`src/rtl/rsc_dec_pkg.sv`:
```
// rtl/rsc_dec_pkg.sv - shared decoder types, widths and helpers
package rsc_dec_pkg;

  localparam int OBUF_N_W   = 13;
  localparam int OBUF_TAG_W = 8;
  localparam int OBUF_ERR_W = 16;

  typedef struct packed {
    logic [OBUF_N_W-1:0]   N;
    logic [OBUF_TAG_W-1:0] tag;
    logic [OBUF_ERR_W-1:0] err;
  } obuf_meta_t;

  function automatic int clogb2(input int n);
    int r;
    r = 0;
    while ((1 << r) < n) r = r + 1;
    return r;
  endfunction

endpackage

```
`src/rtl/rsc_dec_obuf_meta.sv`:
```
// rtl/rsc_dec_obuf_meta.sv - per-bank frame metadata register file
// One write port, one asynchronous read port with same-cycle write bypass.
module rsc_dec_obuf_meta
  import rsc_dec_pkg::*;
#(
  parameter int pDATA_W  = OBUF_N_W + OBUF_TAG_W + OBUF_ERR_W,
  parameter int pBNUM    = 2,
  parameter int pBADDR_W = 1
) (
  input  logic                i_clk,
  input  logic                i_clkena,
  input  logic                i_we,
  input  logic [pBADDR_W-1:0] i_waddr,
  input  logic [pDATA_W-1:0]  i_wdata,
  input  logic [pBADDR_W-1:0] i_raddr,
  output logic [pDATA_W-1:0]  o_rdata
);

  logic [pDATA_W-1:0] r_mem [pBNUM];

  always_ff @(posedge i_clk) begin
    if (i_clkena && i_we) r_mem[i_waddr] <= i_wdata;
  end

  // A frame landing in the bank about to be presented must be seen this cycle.
  assign o_rdata = (i_we && (i_raddr == i_waddr)) ? i_wdata : r_mem[i_raddr];

endmodule

```
`src/rtl/rsc_dec_obuf_ctrl.sv`:
```
// rtl/rsc_dec_obuf_ctrl.sv - decoder output RAM bank ring controller
// Hands banks to the decoder engine and presents finished frames to the output sink.
module rsc_dec_obuf_ctrl
  import rsc_dec_pkg::*;
#(
  parameter int pW       = 13,
  parameter int pTAG_W   = 8,
  parameter int pBNUM    = 2,
  parameter int pBADDR_W = 1
) (
  input  logic                  iclk,
  input  logic                  ireset,
  input  logic                  iclkena,
  input  logic                  iwdone,
  input  logic [pW-1:0]         iwN,
  input  logic [pTAG_W-1:0]     iwtag,
  input  logic [15:0]           iwerr,
  output logic [pBADDR_W-1:0]   owbank,
  output logic                  owfull,
  input  logic                  irempty,
  output logic [pBADDR_W-1:0]   orbank,
  output logic                  ofull,
  output logic [pW-1:0]         oN,
  output logic [pTAG_W-1:0]     otag,
  output logic [15:0]           oerr,
  output logic                  oovf,
  output logic                  ounf
);

  localparam int lp_CNT_W  = clogb2(pBNUM) + 1;
  localparam int lp_META_W = pW + pTAG_W + OBUF_ERR_W;

  logic [pBADDR_W-1:0]  r_wptr, r_rptr;
  logic [lp_CNT_W-1:0]  r_used;
  logic [lp_META_W-1:0] r_meta;

  logic                 w_wr, w_rd;
  logic [pBADDR_W-1:0]  w_wptr_next, w_rptr_next;
  logic [lp_CNT_W-1:0]  w_used_next;
  logic [lp_META_W-1:0] w_rdata;

  assign w_wr = iwdone & ~owfull;
  assign w_rd = irempty & ofull;

  // Power-of-two ring: pointers wrap naturally at pBNUM.
  assign w_wptr_next = r_wptr + pBADDR_W'(w_wr);
  assign w_rptr_next = r_rptr + pBADDR_W'(w_rd);
  assign w_used_next = r_used + lp_CNT_W'(w_wr) - lp_CNT_W'(w_rd);

  rsc_dec_obuf_meta #(
    .pDATA_W  (lp_META_W),
    .pBNUM    (pBNUM),
    .pBADDR_W (pBADDR_W)
  ) u_meta (
    .i_clk    (iclk),
    .i_clkena (iclkena),
    .i_we     (w_wr),
    .i_waddr  (r_wptr),
    .i_wdata  ({iwN, iwtag, iwerr}),
    .i_raddr  (w_rptr_next),
    .o_rdata  (w_rdata)
  );

  always_ff @(posedge iclk or posedge ireset) begin
    if (ireset) begin
      r_wptr <= '0;
      r_rptr <= '0;
      r_used <= '0;
      r_meta <= '0;
      ofull  <= 1'b0;
      owfull <= 1'b0;
      oovf   <= 1'b0;
      ounf   <= 1'b0;
    end else if (iclkena) begin
      r_wptr <= w_wptr_next;
      r_rptr <= w_rptr_next;
      r_used <= w_used_next;
      r_meta <= w_rdata;
      ofull  <= (w_used_next != '0);
      owfull <= (w_used_next == lp_CNT_W'(pBNUM));
      if (iwdone && owfull) oovf <= 1'b1;
      if (irempty && !ofull) ounf <= 1'b1;
    end
  end

  assign owbank = r_wptr;
  assign orbank = r_rptr;
  assign {oN, otag, oerr} = r_meta;

endmodule

```
`config.mk`:
```
export PLATFORM = sky130hd
export DESIGN_NAME = rsc_dec_obuf_ctrl
export DESIGN_NICKNAME = d
export VERILOG_FILES = /design/src/rtl/rsc_dec_pkg.sv /design/src/rtl/rsc_dec_obuf_meta.sv /design/src/rtl/rsc_dec_obuf_ctrl.sv
export SDC_FILE = /design/constraint.sdc
export NUM_CORES = 1
export LEC_CHECK = 0
export BUFFER_PORTS_ARGS = -buffer_cell sky130_fd_sc_hd__buf_2
export CELL_PAD_IN_SITES_DETAIL_PLACEMENT = 0
export CELL_PAD_IN_SITES_GLOBAL_PLACEMENT = 1
export CORE_ASPECT_RATIO = 1.75
export CORE_MARGIN = 3
export CORE_UTILIZATION = 49
export CTS_CLUSTER_DIAMETER = 120
export DETAILED_ROUTE_END_ITERATION = 10
export PLACE_DENSITY = 0.84
export REMOVE_ABC_BUFFERS = 1
export SLEW_MARGIN = 20
export SYNTH_ARGS = -nofsm -noshare
export SYNTH_HDL_FRONTEND = slang
export SYNTH_HIERARCHICAL = 1
export SYNTH_SLANG_ARGS = --single-unit
```
`constraint.sdc`:
```
create_clock -name iclk -period 7.7 [get_ports iclk]
set_input_delay 0.77 -clock iclk [delete_from_list [all_inputs] [get_ports iclk]]
set_output_delay 0.77 -clock iclk [all_outputs]
set_load 0.05 [all_outputs]
```
# [After elaboration in Yosys (flattened, before gate mapping)]
# Memories as Yosys holds them, arrays and structs flattened. A register that Yosys moved wholly into a read port is not among the register bits.
# Index checks and enable logic that the tools add are counted.
[word_totals] regBits=8 rom_bits=0 latchBits=0 n_memories=1 mem_bits_rw=74
[mem_list] name="u_meta.r_mem" words=2 word_bits=37 read_ports=1 rd_ports_with_merged_regs=1 wr=1 line_no="rsc_dec_obuf_meta.sv:19" source="logic [pDATA_W-1:0] r_mem [pBNUM];"
[op_classes] shifts=0 eq_ne=1 div=0 n_mux=2 multipliers=0 n_bitwise=3 order_cmp=0 n_addsub=4 n_reduce_logical=7
[ops] operator="$reduce_and A2 Y1" n=2
[ops] operator="$logic_and A1 B1 Y1" n=3
[ops] operator="$add A1 B1 Y1" n=2
[ops] operator="$add A2 B1 Y2" n=1
[ops] operator="$and A1 B1 Y1" n=2
[ops] operator="$eq A2 B2 Y1 const B" n=1
[ops] operator="$mux W1" n=2
[ops] operator="$reduce_bool A2 Y1" n=1
[ops] operator="$sub A2 B1 Y2" n=1
[ops] operator="$logic_not A1 Y1" n=1
[ops] operator="$not A1 Y1" n=1

# [Longest topological paths before layout]
[depth] ltp_word=5 depth_mapped=9

# [Modules after synthesis]
# Netlist, hierarchy kept.
[modules_own_cells] module="rsc_dec_obuf_meta" n_inst=1 cells_each=207 area_each_um2=3116.7 seq_area_each_um2=2222.1
[modules_own_cells] module="rsc_dec_obuf_ctrl" n_inst=1 cells_each=114 area_each_um2=1778.0 seq_area_each_um2=1126.1

# [Worst setup path before layout]
# Ideal clock, no wire load.
[synth_timing] path_type="input-to-reg" start="in iwdone" end="mem u_meta/r_mem[0][0] in the netlist's numbering, enable pin" arrival_ps=2518 stages=4 t_required_ps=7268 n_path_buf=0 slack_ps=4750 setup_time_ps=432 cell_sequence="nand2_1 > inv_1 > nand2_1 > nor2_1"
[synth_between] elab_chain_len=4
[synth_rtl] element="start: declaration" line_no="rsc_dec_obuf_ctrl.sv:14" source="input logic iwdone,"
[synth_rtl] element="$and A1 B1 Y1" line_no="rsc_dec_obuf_ctrl.sv:42" source="assign w_wr = iwdone & ~owfull;"
[synth_rtl] element="named net w_wr" line_no="rsc_dec_obuf_ctrl.sv:37" source="logic w_wr, w_rd;"
[synth_rtl] element="$logic_and A1 B1 Y1" line_no="rsc_dec_obuf_meta.sv:22" source="if (i_clkena && i_we) r_mem[i_waddr] <= i_wdata;"
[synth_rtl] element="$mux W1" line_no="rsc_dec_obuf_meta.sv:22"
[synth_rtl] element="$mux W1 (not written as such)" line_no="rsc_dec_obuf_meta.sv:22"
[synth_rtl] element="end: declaration" line_no="rsc_dec_obuf_meta.sv:19"
# The timed path passes the listed nets, and every way through them passes these cells.

# [Worst setup path after layout]
[layout_timing] start="in irempty" end="reg r_meta[2], read port of u_meta.r_mem"
[layout_between] elab_chain_len=2
[layout_rtl] element="start: declaration" line_no="rsc_dec_obuf_ctrl.sv:20" source="input logic irempty,"
[layout_rtl] element="$and A1 B1 Y1" line_no="rsc_dec_obuf_ctrl.sv:43" source="assign w_rd = irempty & ofull;"
[layout_rtl] element="$add A1 B1 Y1" line_no="rsc_dec_obuf_ctrl.sv:47" source="assign w_rptr_next = r_rptr + pBADDR_W'(w_rd);"
[layout_rtl] element="named net w_rptr_next" line_no="rsc_dec_obuf_ctrl.sv:38" source="logic [pBADDR_W-1:0] w_wptr_next, w_rptr_next;"
[layout_rtl] element="end: declaration" line_no="rsc_dec_obuf_ctrl.sv:35" source="logic [lp_META_W-1:0] r_meta;"
# The timed path passes the listed nets, and every way through them passes these cells.
# A chain may end at the register's enable or synchronous reset.

==> summary.md <==
| Metric | Value |
|---|---|
| Most frequent cell after synthesis | `edfxtp_1` |
| Gr ovfl total | `0` |
| Post_cts resized | `0` |
| Worst relative slew slack | `0.368` |
| Commonest cells in the synthesized netlist | `edfxtp_1 (74), dfrtp_1 (45), o21ai_0 (40)` |
| GR Util All Layers | `0.186` |
| Clock power frac | `0.268` |
| Fillers | `727` |
| Fin. Hold Viols | `0` |
| Cell area after synthesis | `between 4000 and 5000 um2` |
| Fin. max-slew vios | `0` |
| Routed wire length | `9800 um` |
| DIE WIDTH | `81.6 um` |
| Number of global-route vias before repair | `3129` |
| Num CTS Buffers | `17` |
| # IOs | `85` |
| Crit path arrival time | `around 3400 ps` |
| Gpl congestion | `roughly 0.7` |
| Final worst slack | `between 4000 and 5000 ps` |
| Drt via density | `5.45` |
| Post-synth EDFFs | `74` |
| Final setup viols | `0` |
| Total number of vias | `2966` |
| R2R depth | `8` |
| Final worst path period need | `3150 ps` |
| Initial antenna violation count | `0` |
| Hold crit path type | `flip-flop to flip-flop` |
| Initial Utilization | `0.511` |
| CTS Sinks | `~120` |
| Largest net degree at the start of global routing | `around 50` |
| Drt first pass iters | `4` |
| Combinational power share | `0.402` |
| Die ar. | `~11000 um2` |
| DRT iter0 DRCs | `191` |
| Synthesis Warnings | `6` |
| Worst r2r src | `ofull` |
| Asr flop ratio synth | `0.378` |
| Rows | `47` |
| FF-to-FF setup slack | `4600 ps` |
| Port Buffer Count | `84` |
| Register area share after synthesis | `0.684` |
| Worst Hold Depth | `1` |
| Worst slew pin tran | `947 ps` |
| Root buf cell | `clkbuf_16` |
| FMAX | `0.317 GHz` |
| Ratio of cells with drive above 1 in the final layout | `0.377` |
| Unique masters post-synth | `27` |
| Leakage | `roughly 2.4 nW` |
| Setup tns final | `0 ps` |
| Die span in y | `roughly 140 um` |
| Hold WS | `about 470 ps` |
| CP max FO | `39` |
| Clock transition at the registers of the reported paths | `about 50 ps` |
| Status | `finished clean` |
| Core area | `about 9600 um2` |
| Hold Buf Count CTS | `0` |
| Cell Pwr Density | `474 nW/um2` |
| Area leader, netlist | `edfxtp_1` |
| Peak VDD IR | `~0.24 mV` |
| Top cell type's share of synthesized area | `0.454` |
| CP required | `~8000 ps` |
| Syn Inst Count | `~320` |
| Routed wire per std cell | `18.0 um` |
| Post-route ant nets | `0` |
| Post-CTS Setup Repair Bufs | `0` |
| Seq pwr share | `0.329` |
| # diodes | `0` |
| RSZ-0062 raised after global routing | `no` |
| Clk_lat worst skew | `410 ps` |
| Worst Hold End | `oovf` |
| Int Pwr | `roughly 1.7 mW` |
| Period utilization | `0.409` |
| Startpoint types | `input port` |
| Synth-to-layout area growth | `21.9%` |
| Maximum root-to-sink buffer count | `2` |
| Syn Area/Cell | `between 15 and 20 um2` |
| CP Class | `input port to flip-flop` |
| Sw frac | `0.393` |
| Layout Nets | `~450` |
| #FFs+latches synth | `about 120` |
| Clock Skew | `around 12 ps` |
| Primary FF master, synth | `edfxtp_1` |
| R2r endpoint | `r_meta[2]` |
| Switching power | `between 1 and 1.5 mW` |
| CP endpoint kind | `flip-flop` |
| Global-route wire length before repair | `15600 um` |
| H-tree depth | `4` |
| Max Cap Viol | `0` |
| Detailed Place HPWL | `~6000 um` |
| Hold_sp | `oovf` |
| CTS tree | `yes` |
| Drc violations | `0` |
| Top cells by area, synth | `edfxtp_1 (45%), dfrtp_1 (23%), mux2_2 (8.7%), mux2i_1 (7.6%), o21ai_0 (4.1%)` |
| DP Worst Slack | `about 4100 ps` |
placed cells by master, fill, tap and decap left out, types with 2 or more instances in the layout:
master,Yosys,routed
a21o_1,2,2
buf_2,4,84
buf_4,1,5
bufinv_16,0,3
clkbuf_1,3,3
clkbuf_16,0,17
clkinv_1,0,3
clkinv_2,0,6
dfrtp_1,45,45
edfxtp_1,74,74
ha_1,2,2
inv_1,5,4
mux2_2,38,38
mux2i_1,37,37
nand2_1,7,7
nor2_1,3,2
nor3_1,2,2
o21ai_0,40,40
o21ai_1,30,30
o21bai_1,2,2
xnor2_1,3,3
xor2_1,3,2
state kept, by name (all words and copies together) (netlist names):
name,cells
ofull,1
oovf,1
orbank,1
ounf,1
owbank,1
owfull,1
r_meta,37
r_used,2
u_meta/r_mem,74
per-layer routing:
metal  part of all wire  global-route usage
met5                  0                   0
met4              0.011              0.0793
met3              0.050              0.0579
met2               0.55               0.314
met1               0.39               0.214
logic make-up (layout without fill, tap and decap cells):
family / after synthesis / after routing / share of synthesized area
AND/OR/NAND/NOR: 17 / 17 / 0.0174
XOR/XNOR: 6 / 6 / 0.0107
AO/OA/AOI/OAI: 76 / 76 / 0.0803
buffers and inverters: 26 / 127 / 0.0394
flip-flops: 119 / 119 / 0.684
multiplexers: 75 / 75 / 0.163
adder cells (fa/ha/maj): 2 / 2 / 0.00511
stage by stage:
step / power, mW / area [um2] / util / instances
after floorplan: 1.81 / 4720 / - / 300
after global placement: 2.06 / 5370 / 0.560 / 511
after detailed placement: 2.08 / 5370 / 0.560 / 511
after CTS: 2.84 / 5940 / 0.619 / 543
after global routing: 2.96 / 5960 / 0.622 / 544
final: 2.83 / 5960 / 0.622 / 544
area by class of cell:
class                      instances  area (um2)  share of cell area
clock inverter                    12         134              0.0224
timing repair buffer              90         485              0.0814
clock buffer                      20         437              0.0732
tap                              122         153              0.0256
multi-input combinational        176        1390               0.233
sequential                       119        3350               0.561
inverter                           5        20.0             0.00336
worst max-delay path, cell delays in order:
cell and delay (ps):
buf_2 80, and2_1 240, xor2_4 150, buf_4 580, and3_1 280, or2_1 490, buf_4 390, o21ai_0 140
mux2_2 280
power by group through the flow:
stage / registers (mW) / clock network [mW] / logic (mW)
after floorplan: 1.32 / 0 / 0.488
after global placement: 0.939 / 0 / 1.12
after detailed placement: 0.946 / 0 / 1.13
after CTS: 0.935 / 0.771 / 1.14
after global routing: 0.951 / 0.797 / 1.21
final: 0.932 / 0.759 / 1.14
how the worst max path moves through the flow:
stage / start / to / cells after the start
finish: irempty / r_meta[2] / 9
global route: irempty / r_meta[2] / 9
CTS: irempty / r_meta[2] / 9
detailed placement: irempty / r_meta[2] / 9
global placement: irempty / r_meta[0] / 9
floorplan: irempty / r_meta[0] / 6
Power figures use the tool's default switching activity.
